<file path="src/rtl/uart_rx_mv.sv">
// Oversampling UART receiver: 2-flop line synchronizer, 3-sample majority vote per bit,
// optional parity and 1 or 2 stop bits. The frame ends on the last stop-bit vote.
module uart_rx_mv #(
    parameter int DATA_BITS  = 8,
    parameter int OVERSAMPLE = 16,
    parameter int PARITY_EN  = 0,
    parameter int PARITY_ODD = 0,
    parameter int STOP_BITS  = 1
) (
    input  logic                 clk,
    input  logic                 rst,
    input  logic                 rx_data,
    input  logic                 baud_tick,
    output logic [DATA_BITS-1:0] o_dout,
    output logic                 o_rx_done,
    output logic                 o_parity_err,
    output logic                 o_frame_err,
    output logic                 o_busy
);

    localparam int TW = $clog2(OVERSAMPLE);
    localparam int M  = OVERSAMPLE / 2;
    localparam logic [TW-1:0] TICK_LO   = TW'(M - 1);
    localparam logic [TW-1:0] TICK_MID  = TW'(M);
    localparam logic [TW-1:0] TICK_HI   = TW'(M + 1);
    localparam logic [TW-1:0] TICK_LAST = TW'(OVERSAMPLE - 1);
    localparam logic [3:0]    BIT_LAST  = 4'(DATA_BITS - 1);
    localparam logic [3:0]    STOP_LAST = 4'(STOP_BITS - 1);
    localparam logic          PAR_ODD   = (PARITY_ODD != 0);
    localparam logic          PAR_EN    = (PARITY_EN != 0);

    typedef enum logic [2:0] {
        IDLE   = 3'd0,
        START  = 3'd1,
        DATA   = 3'd2,
        PARITY = 3'd3,
        STOP   = 3'd4
    } state_t;

    function automatic logic vote3(input logic a, input logic b, input logic c);
        return (a & b) | (a & c) | (b & c);
    endfunction

    function automatic logic word_parity(input logic [DATA_BITS-1:0] w);
        return ^w;
    endfunction

    state_t                 state_q, state_d;
    logic [1:0]             sync_q, sync_d;
    logic [TW-1:0]          tick_q, tick_d;
    logic [3:0]             bit_q, bit_d;
    logic [1:0]             samp_q, samp_d;
    logic [DATA_BITS-1:0]   shift_q, shift_d;
    logic                   perr_acc_q, perr_acc_d;
    logic                   ferr_acc_q, ferr_acc_d;
    logic [DATA_BITS-1:0]   dout_q, dout_d;
    logic                   done_q, done_d;
    logic                   perr_q, perr_d;
    logic                   ferr_q, ferr_d;
    logic                   rx_s;
    logic                   vote_s;

    assign rx_s   = sync_q[1];
    // Vote resolves on the M+1 tick using the two earlier stored samples and the current line.
    assign vote_s = vote3(samp_q[0], samp_q[1], rx_s);

    // Next-state, counters, shift register and output register updates.
    always_comb begin
        state_d    = state_q;
        sync_d     = {sync_q[0], rx_data};
        tick_d     = tick_q;
        bit_d      = bit_q;
        samp_d     = samp_q;
        shift_d    = shift_q;
        perr_acc_d = perr_acc_q;
        ferr_acc_d = ferr_acc_q;
        dout_d     = dout_q;
        done_d     = 1'b0;
        perr_d     = perr_q;
        ferr_d     = ferr_q;

        if (baud_tick) begin
            tick_d = tick_q + TW'(1);
            if (tick_q == TICK_LO) begin
                samp_d[0] = rx_s;
            end else if (tick_q == TICK_MID) begin
                samp_d[1] = rx_s;
            end else begin
                samp_d = samp_q;
            end

            case (state_q)
                IDLE: begin
                    tick_d = '0;
                    if (!rx_s) begin
                        state_d    = START;
                        perr_acc_d = 1'b0;
                        ferr_acc_d = 1'b0;
                    end else begin
                        state_d = IDLE;
                    end
                end
                START: begin
                    if (tick_q == TICK_HI && vote_s) begin
                        state_d = IDLE;
                        tick_d  = '0;
                    end else if (tick_q == TICK_LAST) begin
                        state_d = DATA;
                        tick_d  = '0;
                        bit_d   = 4'd0;
                    end else begin
                        state_d = START;
                    end
                end
                DATA: begin
                    if (tick_q == TICK_HI) begin
                        shift_d = {vote_s, shift_q[DATA_BITS-1:1]};
                    end else if (tick_q == TICK_LAST) begin
                        tick_d = '0;
                        if (bit_q == BIT_LAST) begin
                            state_d = PAR_EN ? PARITY : STOP;
                            bit_d   = 4'd0;
                        end else begin
                            bit_d = bit_q + 4'd1;
                        end
                    end else begin
                        shift_d = shift_q;
                    end
                end
                PARITY: begin
                    if (tick_q == TICK_HI) begin
                        perr_acc_d = (word_parity(shift_q) ^ vote_s) != PAR_ODD;
                    end else if (tick_q == TICK_LAST) begin
                        state_d = STOP;
                        tick_d  = '0;
                        bit_d   = 4'd0;
                    end else begin
                        perr_acc_d = perr_acc_q;
                    end
                end
                STOP: begin
                    // Leave on the last stop vote so a start edge half a bit later is caught.
                    if (tick_q == TICK_HI) begin
                        if (bit_q == STOP_LAST) begin
                            state_d = IDLE;
                            tick_d  = '0;
                            done_d  = 1'b1;
                            dout_d  = shift_q;
                            perr_d  = PAR_EN ? perr_acc_q : 1'b0;
                            ferr_d  = ferr_acc_q | ~vote_s;
                        end else begin
                            ferr_acc_d = ferr_acc_q | ~vote_s;
                        end
                    end else if (tick_q == TICK_LAST) begin
                        tick_d = '0;
                        bit_d  = bit_q + 4'd1;
                    end else begin
                        ferr_acc_d = ferr_acc_q;
                    end
                end
                default: begin
                    state_d = IDLE;
                    tick_d  = '0;
                end
            endcase
        end else begin
            tick_d = tick_q;
        end
    end

    // State and datapath registers with asynchronous reset.
    always_ff @(posedge clk or posedge rst) begin
        if (rst) begin
            state_q    <= IDLE;
            sync_q     <= 2'b11;
            tick_q     <= '0;
            bit_q      <= 4'd0;
            samp_q     <= 2'b00;
            shift_q    <= '0;
            perr_acc_q <= 1'b0;
            ferr_acc_q <= 1'b0;
            dout_q     <= '0;
            done_q     <= 1'b0;
            perr_q     <= 1'b0;
            ferr_q     <= 1'b0;
        end else begin
            state_q    <= state_d;
            sync_q     <= sync_d;
            tick_q     <= tick_d;
            bit_q      <= bit_d;
            samp_q     <= samp_d;
            shift_q    <= shift_d;
            perr_acc_q <= perr_acc_d;
            ferr_acc_q <= ferr_acc_d;
            dout_q     <= dout_d;
            done_q     <= done_d;
            perr_q     <= perr_d;
            ferr_q     <= ferr_d;
        end
    end

    assign o_dout       = dout_q;
    assign o_rx_done    = done_q;
    assign o_parity_err = perr_q;
    assign o_frame_err  = ferr_q;
    assign o_busy       = (state_q != IDLE);

endmodule

</file>
<file path="config.mk">
export PLATFORM = sky130hd
export DESIGN_NAME = uart_rx_mv
export DESIGN_NICKNAME = d
export VERILOG_FILES = /design/src/rtl/uart_rx_mv.sv
export SDC_FILE = /design/constraint.sdc
export NUM_CORES = 1
export LEC_CHECK = 0
export CAP_MARGIN = 40
export CORE_UTILIZATION = 40
export CTS_CLUSTER_DIAMETER = 120
export CTS_CLUSTER_SIZE = 24
export DETAILED_ROUTE_END_ITERATION = 10
export HOLD_SLACK_MARGIN = 0.03
export PLACE_DENSITY = 0.64
export SYNTH_ARGS = -nofsm -noshare
export SYNTH_HDL_FRONTEND = slang
export SYNTH_SLANG_ARGS = --single-unit
</file>
<file path="constraint.sdc">
create_clock -name clk -period 3.5 [get_ports clk]
set_input_delay 0.525 -clock clk [delete_from_list [all_inputs] [get_ports clk]]
set_output_delay 0.525 -clock clk [all_outputs]
set_load 0.02 [all_outputs]
</file>
Word level (Yosys, flattened, before mapping)
Cells that the tools add are included.

Register bits after elaboration: 34. Input port bits: 4. Output and inout bits: 12. Word-level logic and storage cells: 90.

Add/sub/neg operators: 2. Equal/unequal tests: 21. Mux-type cells: 34. Bitwise operators: 8. Reductions and logical operators: 14.

Operators with widths (number): $mux 4 (13); $ne 2x2->1 const B (12); $mux 3 (7); $pmux 4 s4 (1); $reduce_and 8->1 (2); $pmux 3 s5 (1); $eq 4x4->1 const B (3); $pmux 4 s3 (1); $add 4x1->4 const B (2); $eq 4x3->1 const B (2); $mux 1 (8); $eq 3x2->1 const B (2); $reduce_and 3->1 (2); $reduce_and 5->1 (1); $logic_not 4->1 (1); $mux 2 (2); $reduce_and 4->1 (1); $reduce_bool 4->1 (1); $and 1x1->1 (3); $eq 3x1->1 const B (1); $eq 3x3->1 const B (1); $logic_not 3->1 (1); $or 1x1->1 (3); $reduce_bool 3->1 (1); other kinds (6) (7).

Depth between registers and ports, before layout
Gate-level depths: netlist of the first run.

Depth after elaboration: 8. Gate-level depth with buffers: 7. Depth with buffers taken out: 6.

Least setup slack after synthesis of the first run
No wires, ideal clock.

Path type: flip-flop to flip-flop. Start point: register bit_q[0]. End point: register dout_q[0], in the netlist o_dout[0]. Library setup time: 125 ps. Arrival: 1834 ps. Data required time: 3375 ps. Path slack: 1541 ps. Stages on the path, launching flop included: 6. Path buffers: 0. Clock period less this slack: 1959 ps. Path through: dfrtp_1 > inv_1 > ha_1 > or3b_2 > nor4_4 > mux2_2.

Cells in the longest elaborated chain, start to end: 2.

RTL lines: start, declared (RTL line 51) `logic [3:0] bit_q, bit_d;`; start signal, assigned (RTL line 190) `bit_q <= bit_d;`; $logic_not 4->1 (RTL line 144) `if (bit_q == STOP_LAST) begin`; $reduce_and 4->1 (no line); end signal, assigned (RTL line 195) `dout_q <= dout_d;`; end, declared (RTL line 56) `logic [DATA_BITS-1:0] dout_q, dout_d;`.

Every way passes these cells. A chain may end at the register's enable or synchronous reset.

Worst setup path after layout of the first run
Start point: input port baud_tick. End point: register dout_q[4], in the netlist o_dout[4].

Cells in the longest elaborated chain, start to end: 1.

RTL lines: start, declared (RTL line 13) `input logic baud_tick,`; $reduce_and 4->1 (no line).

Every way passes these cells.

==> results of run 1 <==
## through the flow
stage / setup slack, ps / utilization / std cells / hold WS (ps)
CTS: 1060 / 0.481 / 216 / 362
global placement: 844 / 0.458 / 208 / 346
detailed placement: 744 / 0.458 / 208 / 348
finish: 1060 / 0.481 / 216 / 360
floorplan: 1540 / - / 150 / 345
global route: 876 / 0.481 / 216 / 363
## kinds of logic after synthesis
group,synth area share
AND/OR/NAND/NOR,0.161
flip-flops,0.514
AO/OA/AOI/OAI,0.112
multiplexers,0.115
buffers and inverters,0.0467
adder cells (fa/ha/maj),0.0437
other,0.00226
XOR/XNOR,0.00528
## state kept, by name, indices dropped and copies added, names as in the netlist
signal	cells
o_frame_err	1
o_rx_done	1
sync_q	2
samp_q	2
tick_q	4
ferr_acc_q	1
shift_q	8
bit_q	4
state_q	3
o_dout	8
## synthesized netlist by cell type, drive strengths merged (3+ instances only)
cell type  count
a21oi          4
a31oi          3
and3           3
buf            4
clkbuf         3
dfrtp         32
ha             5
inv           10
mux2          17
nand2         12
nand3          5
nor2           4
nor3           3
nor4           4
o21ai         10
o22ai          3
## report_power, final
group	total (mW)	switching [mW]	internal (mW)	leakage, nW
Combinational	0.336	0.190	0.146	0.381
Sequential	0.543	0.0874	0.455	0.454
Clock	0.299	0.141	0.158	0.0472
Total	1.18	0.419	0.759	0.882
## worst paths after layout
path                       cells past startpoint                   start                      to  slack (ps)
hold / removal                                 0     sync_q[0]$_DFF_PP1_     sync_q[1]$_DFF_PP1_         360
setup / recovery                               4               baud_tick   o_dout[4]$_DFFE_PP0P_        1060
max in group asynchronous                      3                     rst     sync_q[0]$_DFF_PP1_        2530
setup reg to reg                               3  state_q[2]$_DFFE_PP0P_   o_dout[4]$_DFFE_PP0P_        1310
min in group asynchronous                      3                     rst  shift_q[7]$_DFFE_PP0P_         640
hold reg to reg                                0     sync_q[0]$_DFF_PP1_     sync_q[1]$_DFF_PP1_         360
## layer usage
layer / wire length [µm] / share of wire
met5: 0 / 0
met4: 45 / 0.015
met3: 123 / 0.042
met2: 1390 / 0.47
met1: 1400 / 0.47
## final cells by class
type                       count  area [µm²]
inverter                      10        37.5
clock buffer                   6        82.6
fill                         370        2070
tap                           50        62.6
sequential                    34         853
multi-input combinational     99         729
timing repair buffer          15         148
clock inverter                 2        12.5
==> metrics.md, run 1 <==
| Metric | Value |
|---|---|
| Mean routed wirelength per cell | around 14 µm |
| Distinct cell type count after synthesis | 42 |
| Critical path buffer and inverter count | 1 |
| Detailed-placement wirelength estimate | between 2000 and 2500 µm |
| Die W | 66.4 µm |
| Final net count | ~170 |
| Pwr dens | slightly above 600 nW/µm² |
| Via count | between 1000 and 1500 |
| Postcts setup bufs | 0 |
| Worst-path cell chain | clkdlybuf4s50_1 -> nand2_1 -> nor4_4 -> mux2_2 |
| Async SR Flop Fraction | 1.00 |
| Sum of negative setup slack | 0 ps |
| Cts bufs inserted | 5 |
| Synthesis-to-finish area growth | 16.0% |
| Status | finished clean |
| Post-synthesis cell count | 150 |
| First-pass GRT wire length | between 5000 and 6000 µm |
| RSZ-0062 raised after global routing | false |
| Clk pin slew, worst setup/hold paths | roughly 70 ps |
| Resized cells post-CTS | 0 |
| Slowest cell on crit path | clkdlybuf4s50_1 |
| Max rail drop VDD | between 0.2 and 0.3 mV |
| Fmax | between 400 and 500 MHz |
| Final WL | roughly 3000 µm |
| Max cap viols | 0 |
| Worst Setup End Kind | flip-flop |
| Post-Syn Area | 1660 µm² |
| Gr ovfl total | 0 |
| Clk sinks | 34 |
| Drt first pass iters | 4 |
| Worst Path Arrival | about 2600 ps |
| Synth Flop Type | dfrtp_1 |
| Row cnt | 23 |
| Syn nets | 159 |
| DRT iter0 DRCs | ~110 |
| # diodes | 0 |
| Worst slew pin tran | around 620 ps |
| Leading cell type in the layout, fill and taps excluded | dfrtp_1 |
| DIE AREA | between 4000 and 5000 µm² |
| Startpoint Class | input pin |
| Final Hold Fails | 0 |
| EDFF count, synth | 0 |
| Share of cells above drive strength 1 | 0.205 |
| Yosys warnings | 0 |
| Buffers on Ports | 14 |
| Clk_lat worst skew | around 280 ps |
| Post-route DRC | 0 |
| Global-route track usage on met2 | 0.242 |
| Synthesized area per cell | ~11 µm² |
| Final setup fails | 0 |
| Dpl cell area | approximately 1800 µm² |
| Hold/Removal Path Class | reg2reg |
| Max-slew headroom | 0.586 |
| Gp weighted congestion | 0.814 |
| Hold Buf Count CTS | 0 |
| Critical Path Fanout Max | 17 |
| Starting Density | 0.415 |
| Die height | approximately 66 µm |
| CTS tree | done |
| Sequential area share after synthesis | 0.514 |
| GR Util All Layers | 0.153 |
| Required time worst endpoint | between 3000 and 4000 ps |
| Max H-tree Level | 2 |
| Clock Skew | slightly below 7 ps |
| P_leak | ~0.88 nW |
| CP delay by family, top | simple AND/OR/NAND/NOR gates |
| Vias in the first global route | around 1100 |
| Critical path class | in2reg |
| Routed vias/inst | between 5 and 6 |
| Pwr Total | between 1 and 1.5 mW |
| Met1 Resource Use GR | 0.195 |
| Slew Limit Fails | 0 |
| Largest cells by area after synthesis | dfrtp_1 48%, mux2_2 12%, ha_1 3.8%, dfstp_2 3.2%, o21ai_0 3.0% |
| Antenna-violating nets left | 0 |
| Clock buffer depth | 2 |
| Most frequent cells in the layout | 32 x dfrtp_1, 17 x mux2_2, 14 x clkdlybuf4s50_1 |
| Pin count of the biggest net entering global routing | 35 |
| Crit-path max cell delay | 790 ps |
| Yosys reg bits | 34 |
| Post-synth top area share | 0.482 |
| Top Usage Layer GRT | met2 |
| Met3 global-route usage | 0.0362 |
| Root Buffer | clkbuf_8 |
| Largest area contributor in the netlist | dfrtp_1 |
| Tmin final | 2440 ps |
| IO Count | 16 |
| CORE AREA | 4000 µm² |
| Finished layout cell area | between 1500 and 2000 µm² |
| Tcrit/Tclk final | 0.696 |
| Initial antenna violation count | 0 |
No activity file was read; power rests on OpenSTA's default activity.
==> run 2: changes to the inputs <==
--- a/config.mk
+++ b/config.mk
@@ -11,7 +11,7 @@
 export CTS_CLUSTER_SIZE = 24
 export DETAILED_ROUTE_END_ITERATION = 10
 export HOLD_SLACK_MARGIN = 0.03
-export PLACE_DENSITY = 0.64
+export PLACE_DENSITY = 0.66
 export SYNTH_ARGS = -nofsm -noshare
 export SYNTH_HDL_FRONTEND = slang
 export SYNTH_SLANG_ARGS = --single-unit
==> constraint.sdc (replaced) <==
create_clock -name clk -period 2.03 [get_ports clk]
set_input_delay 0.3045 -clock clk [delete_from_list [all_inputs] [get_ports clk]]
set_output_delay 0.3045 -clock clk [all_outputs]
set_load 0.02 [all_outputs]
==> metrics.md, run 2 (synthesis gave the netlist of run 1 again) <==
| Metric | Value |
|---|---|
| Status | finished clean |
| Clk_lat worst skew | approximately 280 ps |
| # diodes | 0 |
| Via count | 1200 |
| First-pass GRT wire length | ~5400 µm |
| Pin count of the biggest net entering global routing | 35 |
| Slew Limit Fails | 0 |
| Final setup fails | 0 |
| Hold/Removal Path Class | reg2reg |
| Max cap viols | 0 |
| Metal-1 WL | between 1000 and 1500 µm |
| CORE AREA | 4000 µm² |
| Fmax | between 500 and 600 MHz |
| Placed Cells | ~220 |
| IO Count | 16 |
| Leading cell type in the layout, fill and taps excluded | dfrtp_1 |
| CTS tree | done |
| Antenna-violating nets left | 0 |
| Buffers on Ports | 14 |
| DRT iter0 DRCs | 61 |
| Post-route DRC | 0 |
| Tcrit/Tclk final | 0.945 |
| Max rail drop VDD | between 0.4 and 0.5 mV |
| Worst Path Arrival | about 2100 ps |
| Root Buffer | clkbuf_8 |
| Die W | about 66 µm |
| Tmin final | between 1500 and 2000 ps |
| Detailed-placement wirelength estimate | around 2300 µm |
| Critical Path Fanout Max | 9 |
| Max H-tree Level | 2 |
| Initial antenna violation count | 0 |
| Highest Signal Layer | met4 |
| Die height | between 60 and 70 µm |
| Gr ovfl total | 0 |
| Vias in the first global route | 1172 |
| Non-Filler Instances | 223 |
| Starting Density | 0.415 |
| Met3 WL | roughly 130 µm |
| Crit-path max cell delay | ~500 ps |
| Metal2 WL | 1620 µm |
| P_leak | roughly 0.93 nW |
| DIE AREA | between 4000 and 5000 µm² |
| Row cnt | 23 |
| Hold path start | sync_q[0]$_DFF_PP1_ |
| Clk sinks | 34 |
| Postcts setup bufs | 0 |
| Drt first pass iters | 4 |
| GR Util All Layers | 0.166 |
| Worst Setup End Kind | flip-flop |
| Slowest cell on crit path | or3b_2 |
| Worst-path cell chain | inv_1 -> ha_1 -> or3b_2 -> nor4_4 -> buf_6 -> mux2_2 |
| Critical path class | reg2reg |
| Final net count | around 180 |
| Startpoint Class | flip-flop |
| Clock Skew | between 6 and 7 ps |
| Clock buffer depth | 2 |
| Final WL | between 3000 and 4000 µm |
| Share of cells above drive strength 1 | 0.237 |
| Sum of negative setup slack | 0 ps |
| Final Hold Fails | 0 |
| Fillers | 370 |
| Most frequent cells in the layout | 32 x dfrtp_1, 17 x mux2_2, 13 x clkdlybuf4s50_1 |
| Routed vias/inst | 5.38 |
| R2R Path Start | bit_q[1]$_DFFE_PP0P_ |
| Synthesis-to-finish area growth | 20.8% |
| RSZ-0062 raised after global routing | false |
| Clk pin slew, worst setup/hold paths | 60 ps |
| Hold Buf Count CTS | 0 |
| Cts bufs inserted | 5 |
| Pwr dens | approximately 1100 nW/µm² |
| Setup crit start | bit_q[1]$_DFFE_PP0P_ |
| Gp weighted congestion | roughly 0.9 |
| Mean routed wirelength per cell | approximately 15 µm |
| Required time worst endpoint | ~2200 ps |
==> run 2: cell types whose count changed in the layout (fill, tap and decap cells not counted), sizes merged <==
| cell | previous run | this run |
|---|---|---|
| dlygate4sd2 | 0 | 1 |
| clkinvlp | 1 | 0 |
| clkdlybuf4s50 | 14 | 13 |
| clkinv | 1 | 0 |
| bufinv | 0 | 1 |
| buf | 1 | 9 |
==> run 2: layout make-up <==
type / instances / area (µm²) / area share
Sequential cell: 34 / 853 / 0.425
Multi-Input combinational cell: 99 / 729 / 0.364
Timing Repair Buffer: 23 / 210 / 0.105
Clock buffer: 6 / 82.6 / 0.0412
Tap cell: 50 / 62.6 / 0.0312
Inverter: 10 / 37.5 / 0.0187
Clock inverter: 1 / 30.0 / 0.0150
==> run 2: worst paths after layout <==
path                                              end  slack, ps  cells after the start
worst max-delay path            o_dout[2]$_DFFE_PP0P_        110                      6
max in group asynchronous         sync_q[1]$_DFF_PP1_       1290                      3
min in group asynchronous       o_dout[1]$_DFFE_PP0P_        410                      3
worst min register to register    sync_q[1]$_DFF_PP1_        360                      0
worst max register to register  o_dout[2]$_DFFE_PP0P_        110                      6
worst min-delay path              sync_q[1]$_DFF_PP1_        360                      0
==> run 2: timing repair <==
item / in CTS / in global routing
hold endpoints to repair: 0 / 0
resized for setup: 1 / 1
endpoints found under the setup margin: 1 / 5
==> run 2: metrics by stage <==
step	area (µm²)	utilization	hold WS, ps	power, mW	worst slack, ps
CTS	2000	0.500	366	2.22	80.3
global placement	1890	0.473	358	1.56	138
finish	2010	0.501	365	2.20	112
floorplan	1660	-	309	1.39	71.0
global route	2010	0.501	370	2.35	22.7
detailed placement	1890	0.473	357	1.60	91.3
==> run 2: power by group <==
group | switching, mW | leakage [nW] | internal [mW]
Combinational | 0.412 | 0.421 | 0.288
Clock | 0.234 | 0.0573 | 0.393
Sequential | 0.0909 | 0.454 | 0.786
Total | 0.736 | 0.932 | 1.47
==> run 2: layer usage <==
| layer | global-route usage | vias to the layer above |
|---|---|---|
| met4 | 0.0585 | 0 |
| met1 | 0.203 | 584 |
| met5 | 0 | - |
| met3 | 0.0517 | 5 |
| li1 | - | 583 |
| met2 | 0.274 | 28 |
==> run 2: worst max-delay path, delay by kind of cell (launching register included) <==
family / cells / cell delay, ps
adder cells (fa/ha/maj): 1 / 140
buffers and inverters: 2 / 240
flip-flops: 1 / 400
multiplexers: 1 / 340
AND/OR/NAND/NOR: 2 / 670
==> run 3: changes to the inputs <==
--- a/config.mk
+++ b/config.mk
@@ -6,12 +6,13 @@
 export NUM_CORES = 1
 export LEC_CHECK = 0
 export CAP_MARGIN = 40
-export CORE_UTILIZATION = 40
+export CORE_UTILIZATION = 35
 export CTS_CLUSTER_DIAMETER = 120
 export CTS_CLUSTER_SIZE = 24
 export DETAILED_ROUTE_END_ITERATION = 10
+export GPL_ROUTABILITY_DRIVEN = 1
 export HOLD_SLACK_MARGIN = 0.03
-export PLACE_DENSITY = 0.66
+export PLACE_DENSITY = 0.6
 export SYNTH_ARGS = -nofsm -noshare
 export SYNTH_HDL_FRONTEND = slang
 export SYNTH_SLANG_ARGS = --single-unit
==> metrics.md, run 3 (synthesis gave the netlist of run 1 again) <==
| Metric | Value |
|---|---|
| Gp weighted congestion | 0.785 |
| IO Count | 16 |
| Pwr dens | roughly 1100 nW/µm² |
| Clk pin slew, worst setup/hold paths | 70 ps |
| Drt first pass iters | 6 |
| Critical path class | reg2reg |
| Vias in the first global route | about 1300 |
| Worst Hold Path Cells | 0 |
| R2R Path Start | bit_q[1]$_DFFE_PP0P_ |
| Tcrit/Tclk final | 0.947 |
| Final WL | around 3300 µm |
| Clk sinks | 34 |
| Startpoint Class | flip-flop |
| GR Util All Layers | 0.146 |
| Hold Crit Endpoint | sync_q[1]$_DFF_PP1_ |
| Reg2reg end | o_dout[3]$_DFFE_PP0P_ |
| Antenna-violating nets left | 0 |
| Post-route DRC | 0 |
| Worst Reg2Reg Path Length in Cells | 6 |
| Status | finished clean |
| DIE AREA | approximately 5000 µm² |
| DRT iter0 DRCs | ~200 |
| Slowest cell on crit path | or3b_2 |
| Storage cell area | about 850 µm² |
| Via count | between 1000 and 1500 |
| Hold path start | sync_q[0]$_DFF_PP1_ |
| Worst Path Arrival | between 2000 and 2500 ps |
| Max cap viols | 0 |
| RSZ-0062 raised after global routing | false |
| Required time worst endpoint | 2200 ps |
| Synthesis-to-finish area growth | 20.5% |
| Critical Path Fanout Max | 9 |
| Max rail drop VDD | between 0.3 and 0.4 mV |
| Gr ovfl total | 0 |
| Final setup fails | 0 |
| Mean routed wirelength per cell | roughly 15 µm |
| Clk_lat worst skew | roughly 280 ps |
| Final net count | about 180 |
| Most frequent cells in the layout | 32 x dfrtp_1, 17 x mux2_2, 13 x clkdlybuf4s50_1 |
| Die height | 70.9 µm |
| Dpl cell area | ~1900 µm² |
| Footprint of the multi-input gates | 729 µm² |
| Leading cell type in the layout, fill and taps excluded | dfrtp_1 |
| Hold Buf Count CTS | 0 |
| Clock buffer depth | 2 |
| R2R setup slack | ~110 ps |
| Final core utilization | 0.450 |
| Pwr Total | 2.19 mW |
| Slew Limit Fails | 0 |
| Root Buffer | clkbuf_8 |
| Starting Density | 0.374 |
| Row cnt | 24 |
| Initial antenna violation count | 0 |
| Buffers on Ports | 14 |
| Hold/Removal Path Class | reg2reg |
| Max H-tree Level | 2 |
| Pin count of the biggest net entering global routing | 35 |
| Fillers | roughly 410 |
| CORE AREA | 4440 µm² |
| # diodes | 0 |
| Tmin final | roughly 1900 ps |
| Placed Cells | around 220 |
| Clock Skew | between 3 and 4 ps |
| Crit-path max cell delay | 500 ps |
| Finished layout cell area | approximately 2000 µm² |
| Non-Filler Instances | between 200 and 250 |
| Routed vias/inst | between 5 and 6 |
| CTS tree | done |
| Share of cells above drive strength 1 | 0.233 |
| Cts bufs inserted | 5 |
| Worst Setup End Kind | flip-flop |
| Detailed-placement wirelength estimate | roughly 2300 µm |
| Sum of negative setup slack | 0 ps |
| Worst-path cell chain | inv_1 -> ha_1 -> or3b_2 -> nor4_4 -> buf_6 -> mux2_2 |
| First-pass GRT wire length | 5720 µm |
| Fmax | around 520 MHz |
| Final Hold Fails | 0 |
| P_leak | roughly 0.93 nW |
| Die W | roughly 70 µm |
-- run 3: changes by cell type in the layout (fill, tap and decap cells not counted), sizes merged --
cell / previous run / this run
buf: 9 / 8
-- run 3: how the worst max path moves through the flow --
stage,startpoint,to,slack [ps],depth (start not counted)
2_1_floorplan,bit_q[0]$_DFFE_PP0P_,o_dout[0]$_DFFE_PP0P_,70,5
3_3_place_gp,bit_q[1]$_DFFE_PP0P_,o_dout[2]$_DFFE_PP0P_,110,6
3_5_place_dp,bit_q[1]$_DFFE_PP0P_,o_dout[3]$_DFFE_PP0P_,80,6
4_1_cts,bit_q[1]$_DFFE_PP0P_,o_dout[3]$_DFFE_PP0P_,70,6
5_1_grt,bit_q[1]$_DFFE_PP0P_,o_dout[1]$_DFFE_PP0P_,20,6
6_report,bit_q[1]$_DFFE_PP0P_,o_dout[3]$_DFFE_PP0P_,110,6
-- run 3: per-stage QoR --
step	setup slack, ps	hold slack (ps)
floorplan	71.0	309
global placement	115	348
detailed placement	84.7	354
CTS	73.1	363
global route	20.5	364
finish	108	361
-- run 3: where the power goes --
part	internal [mW]	total, mW	switching [mW]
clock network	0.393	0.622	0.230
registers	0.786	0.880	0.0934
logic	0.282	0.685	0.403
-- run 3: cell type report --
cell class,instances,share of cell area
timing repair buffer,22,0.101
tap,52,0.0325
clock inverter,1,0.0150
sequential,34,0.427
inverter,10,0.0188
multi-input combinational,99,0.365
clock buffer,6,0.0413
-- run 3: routing by layer --
metal	vias to the layer above	share of wire	global-route usage
met5	-	0	0
met4	0	0.014	0.0556
met3	8	0.051	0.0470
met2	39	0.47	0.237
met1	574	0.47	0.181
li1	577	-	-
-- run 3: timing repair --
action / 4_1_cts / 5_1_grt
endpoints found under the setup margin: 1 / 1
setup buffers: 0 / 0
resized for setup: 1 / 1
-- run 3: critical path: cells and delay by family (launching register included) --
kind / cells / cell delay [ps]
fa+ha+maj: 1 / 140
buf+inv: 2 / 260
flops: 1 / 410
mux: 1 / 340
simple gates: 2 / 660
